File: src/rtl/tape_ctrl.sv
// tape_ctrl: data-tape controller for the Brainfuck core.
// Holds the cell pointer and runs the tape ops as read-modify-write cycles on
// 8-bit cells packed two per 16-bit SPRAM word. This block is the SPRAM's only master.
// Optional feature macro: TAPE_CLEAR_EN. When it is defined, the whole tape is
// swept to zero after every reset before the first op is accepted.
module tape_ctrl (
    input  logic        clk,
    input  logic        rst,
    input  logic        op_valid,
    output logic        op_ready,
    input  logic [2:0]  op_code,
    input  logic [7:0]  op_arg,
    output logic        rsp_valid,
    output logic [7:0]  rsp_data,
    output logic        rsp_zero,
    output logic [14:0] ptr,
    output logic        clear_busy,
    output logic [13:0] ram_addr,
    output logic [3:0]  ram_we,
    output logic [15:0] ram_din,
    input  logic [15:0] ram_dout
);

    localparam int PTRW  = 15;
    localparam int CELLW = 8;

    localparam logic [2:0] OP_INC   = 3'd0;
    localparam logic [2:0] OP_DEC   = 3'd1;
    localparam logic [2:0] OP_RIGHT = 3'd2;
    localparam logic [2:0] OP_LEFT  = 3'd3;
    localparam logic [2:0] OP_STORE = 3'd5;

`ifdef TAPE_CLEAR_EN
    typedef enum logic [2:0] {S_IDLE, S_RD, S_CAP, S_RSP, S_CLEAR} state_t;
    localparam state_t RESET_STATE = S_CLEAR;
`else
    typedef enum logic [1:0] {S_IDLE, S_RD, S_CAP, S_RSP} state_t;
    localparam state_t RESET_STATE = S_IDLE;
`endif

    state_t           state;
    state_t           state_nxt;
    logic [2:0]       op_q;
    logic [CELLW-1:0] arg_q;
    logic [CELLW-1:0] cur_byte;
    logic [CELLW-1:0] new_byte;
    logic             wr_op;
    logic             accept;
`ifdef TAPE_CLEAR_EN
    logic [PTRW-2:0]  clr_cnt;
`endif

    assign accept   = op_valid && (state == S_IDLE);
    assign rsp_zero = (rsp_data == '0);

    // Select the addressed cell from the word the SPRAM returned and compute the new cell value.
    always_comb begin
        // NOTE: every signal written here gets a default first, so no latch is inferred.
        cur_byte = ptr[0] ? ram_dout[15:8] : ram_dout[7:0];
        new_byte = cur_byte;
        wr_op    = 1'b0;
        case (op_q)
            OP_INC: begin
                new_byte = cur_byte + arg_q;
                wr_op    = 1'b1;
            end
            OP_DEC: begin
                new_byte = cur_byte - arg_q;
                wr_op    = 1'b1;
            end
            OP_STORE: begin
                new_byte = arg_q;
                wr_op    = 1'b1;
            end
            default: ;  // RIGHT, LEFT, LOAD and the codes that act as LOAD leave the cell unchanged.
        endcase
    end

    // Next-state logic and SPRAM/handshake outputs for each state.
    always_comb begin
        state_nxt  = state;
        op_ready   = 1'b0;
        rsp_valid  = 1'b0;
        clear_busy = 1'b0;
        ram_addr   = ptr[PTRW-1:1];
        ram_we     = 4'b0000;
        ram_din    = {new_byte, new_byte};
        case (state)
            S_IDLE: begin
                op_ready = 1'b1;
                if (accept) state_nxt = S_RD;
            end
            S_RD: state_nxt = S_CAP;
            S_CAP: begin
                // Write enable is gated by rst so that a reset landing in CAP cannot leave a partial write.
                if (wr_op && !rst) ram_we = ptr[0] ? 4'b1100 : 4'b0011;
                state_nxt = S_RSP;
            end
            S_RSP: begin
                rsp_valid = 1'b1;
                state_nxt = S_IDLE;
            end
`ifdef TAPE_CLEAR_EN
            S_CLEAR: begin
                clear_busy = 1'b1;
                ram_addr   = clr_cnt;
                ram_din    = '0;
                ram_we     = rst ? 4'b0000 : 4'b1111;
                if (clr_cnt == '1) state_nxt = S_IDLE;
            end
`endif
            default: state_nxt = RESET_STATE;
        endcase
    end

    // State register, op latch, cell pointer, response byte and clear sweep counter.
    always_ff @(posedge clk) begin
        // NOTE: all sequential state uses non-blocking assignments, so every register samples pre-edge values.
        if (rst) begin
            state    <= RESET_STATE;
            op_q     <= '0;
            arg_q    <= '0;
            ptr      <= '0;
            rsp_data <= '0;
`ifdef TAPE_CLEAR_EN
            clr_cnt  <= '0;
`endif
        end else begin
            state <= state_nxt;
            if (accept) begin
                op_q  <= op_code;
                arg_q <= op_arg;
                if (op_code == OP_RIGHT) ptr <= ptr + 15'd1;
                else if (op_code == OP_LEFT) ptr <= ptr - 15'd1;
            end
            if (state == S_CAP) rsp_data <= new_byte;
`ifdef TAPE_CLEAR_EN
            if (state == S_CLEAR) clr_cnt <= clr_cnt + 14'd1;
`endif
        end
    end

endmodule

File: config.mk
export PLATFORM = sky130hd
export DESIGN_NAME = tape_ctrl
export DESIGN_NICKNAME = d
export VERILOG_FILES = /design/src/rtl/tape_ctrl.sv
export SDC_FILE = /design/constraint.sdc
export NUM_CORES = 1
export LEC_CHECK = 0
export CORE_MARGIN = 5
export CORE_UTILIZATION = 43
export DETAILED_ROUTE_END_ITERATION = 7
export PLACE_DENSITY_LB_ADDON = 0.1
export SLEW_MARGIN = 40
export SYNTH_ARGS = -nofsm -noshare
export SYNTH_HDL_FRONTEND = slang
export SYNTH_SLANG_ARGS = --single-unit
File: constraint.sdc
create_clock -name clk -period 3 [get_ports clk]
set_input_delay 0.6 -clock clk [delete_from_list [all_inputs] [get_ports clk]]
set_output_delay 0.6 -clock clk [all_outputs]
set_load 0.01 [all_outputs]
==> impl_results.md <==
- Distinct cell type count after synthesis: 51
- Fin. max-slew vios: 0
- Leakage component of the power: around 1.9 nW
- Critical-path top delay cell: sky130_fd_sc_hd__or3_1
- Minimum period implied by the final worst setup slack: 3.24 ns
- Vias in the first global route: 2,898
- Number of antenna violations at the first check in global routing: 0
- Number of DRC markers in iteration 0: roughly 120
- First-pass GRT wire length: 13,500 um
- Final worst clock skew: 0.00629 ns
- Number of buffer and inverter stages on the critical path: 3
- Most common flop cell mapped by yosys: sky130_fd_sc_hd__dfxtp_1
- Hold Path Class: reg -> reg
- Transition time of the tightest slew-check pin: 0.593 ns
- GR Util met1: 24.4%
- Clock insertion delay at the later pin of the skew report: 0.29 ns
- # nets final: roughly 560
- CP Class: reg -> out
- Launching element type of the critical path: flop
- RSZ-0062 raised after global routing: true
- Global-route total usage across every layer: 19.1%
- CTS clk-pin slew, worst paths: 0.07 ns
- GRT overflow: 0
- Ys async rst share: 0%
- Dominant cell type by area after synthesis: sky130_fd_sc_hd__dfxtp_1
- CTS buffer count: 5
- Required time at the worst-slack endpoint: 2.40 ns
- Flip-flop and latch count after synthesis: 36
- Via total after detailed routing: approximately 3,100
- Largest cells by area after synthesis: sky130_fd_sc_hd__dfxtp_1 25%, sky130_fd_sc_hd__ha_1 10%, sky130_fd_sc_hd__buf_4 6.4%
- Number of sinks driven by the clock tree: 36
- Arrival time of the worst setup path: roughly 2.6 ns
- Global-route met2 utilization: 32.6%
- Kind of cell adding the most delay to the critical path: simple AND/OR/NAND/NOR gates
- Final Hold Vio Count: 0
- Quantity of I/O buffers inserted on ports: just under 90
- Final Instance Count excl. Fillers: 579
- Maximum level of the CTS H-tree: 2
- Clock Tree Root: sky130_fd_sc_hd__clkbuf_8
- Worst vdd ir: 0.511 mV
- Part of the cycle the worst path needs: 108%
- Final WL: between 8000 and 9000 um
- Final Setup Violations: 10
- Number of buffers inserted for hold repair after clock tree synthesis: 0
- Slack of the worst reg-to-reg path: around 0.39 ns
- CTS tree: done
- Number of violations of the max-capacitance limit: 0
- Top library cells by usage in the layout, fill and taps aside: 70 x sky130_fd_sc_hd__buf_4, 67 x sky130_fd_sc_hd__clkdlybuf4s50_1, 41 x sky130_fd_sc_hd__nand2_1
- Die footprint: roughly 0.0086 mm2
- Worst path cell trace: nor3_4, buf_4, nor2_1, xnor2_1, ha_4, o21ai_2, a21oi_2, or3_1, a31oi_2, inv_1, buf_2
- FMAX: 0.309 GHz
- Last weighted congestion value of the routability-driven placer: 0.834
- Number of diodes added for antenna fixing: 0
- Area of placed instances: 0.00419 mm2
- Standard-cell row count: 30
- Number of detailed-routing iterations run before antenna repair: 4
- Post-Layout Inst Area: 0.00455 mm2
- Routed WL per cell: roughly 15 um
- Horizontal extent of the die: 92.7 um
- Filler Cell Count: 554
- Largest fanout on the critical path: 6
- Grt met3 use: 3.74%
- Sequential element share of the synthesized area: 24.5%
- Area share of the leading cell type in the synthesized netlist: roughly a quarter
- Count of flip-flops with a built-in enable after synthesis: 0
- Pin count of the biggest net entering global routing: 48
- Synth warnings: 0
- Headroom to the max-slew limit: about three fifths
- Status: finished, violations left
- HPWL reported at the end of detailed placement: 6320 um
- Post-placement cell count: 564
- Worst Setup Slack post-DPL: -0.726 ns
- Fraction of final layout cells sized beyond drive strength 1: slightly above 30%
- Final worst-path setup slack: -0.241 ns
- Count of antenna-violating nets left after detailed routing: 0
- Starting utilization of the core area: 43.7%
- Leading cell type in the layout, fill and taps excluded: sky130_fd_sc_hd__buf_4
- Power density over cell area: between 800 and 900 mW/mm2
- Busiest layer in global routing: met2
- Post-Synthesis Cell Area: 0.00294 mm2
- Height of the chip: 92.7 um
- Finished Core Util: between 60% and 70%
- Total Power Consumption: 0.00405 W
- Number of I/O pins: 91
- Worst setup EP type: output port
- Core area: around 0.0067 mm2
- Final routed DRC violation total: 0
- Cell count after synthesis: 370
- Delay of the slowest cell on the worst path: around 0.38 ns
- Violations in the final reports: setup timing
- Bufs on Longest Clock Path: 2
- Detail-routed via count per cell: 5.31
- Syn Area/Cell: approximately 7.9 um2
- Synthesis-to-layout area growth: 54.8%
- Net count after synthesis: 426
## worst reg2reg max path, delay by kind of cell (launching register included)
kind	cells	cell delay, ns
AND/OR/NAND/NOR	2	0.39
buffers and inverters	2	0.32
multiplexers	2	0.54
AO/OA/AOI/OAI	2	0.43
adder cells (fa/ha/maj)	1	0.44
flip-flops	1	0.39
## stage by stage
| stage | hold WS, ns | setup TNS (ns) |
|---|---|---|
| detailed placement | 0.485 | -11.73 |
| global route | 0.518 | -2.72 |
| CTS | 0.496 | -1.70 |
| global placement | 0.475 | -11.04 |
| floorplan | 0.446 | 0 |
| finish | 0.505 | -1.68 |
## worst paths after layout
path,from,to,cells past startpoint
setup reg to reg,ptr[0],ptr[14],9
setup / recovery,op_q[2],ram_din[13],11
hold / removal,ptr[10],ptr[10],2
hold reg to reg,ptr[10],ptr[10],2
## cell type report
type                            count  area (um2)  area share, %
Multi-Input combinational cell    280        2190           48.1
Inverter                           14        55.1           1.21
Timing Repair Buffer              162        1380           30.3
Sequential cell                    36         731           16.1
Tap cell                           80         100           2.20
Clock buffer                        7        96.3           2.12
## cells in the mapped netlist, drive strengths merged (8+ instances only)
master,number
ha,24
buf,30
xnor2,14
nor3,11
o21ai,17
nor3b,8
nor2,30
mux2,9
nand2,41
inv,14
clkbuf,10
a211oi,10
dfxtp,36
a21oi,31
## flip-flops by register name, indices dropped and copies added (netlist names)
name and cells:
arg_q 8, op_q 3, ptr 15, rsp_data 8, state 2
## kinds of logic after synthesis
group	Yosys count	synth area share (%)
fa+ha+maj	26	11.6
simple gates	133	23.7
compound gates	88	19.3
buf+inv	54	10.2
flops	36	24.5
other cells	1	0.128
xor+xnor	16	4.77
mux	16	5.83
## repair_timing
action                                 4_1_cts  5_1_grt
resized for setup                          100       23
pin swaps                                   21       12
setup endpoints to repair                   22       18
gates cloned                                 0        0
setup buffers                                5        3
endpoints found under the hold margin        0        0
## power by group
part | switching, W | total [W] | internal [W]
Sequential | 0.0000988 | 0.000688 | 0.000589
Combinational | 0.00145 | 0.00298 | 0.00154
Clock | 0.000180 | 0.000385 | 0.000205
## metal layers
layer / vias to the layer above / wire, um
met5: - / 0
met4: 0 / 108
met3: 12 / 536
met2: 84 / 4100
met1: 1430 / 3880
li1: 1550 / -
Power figures use the tool's default switching activity.
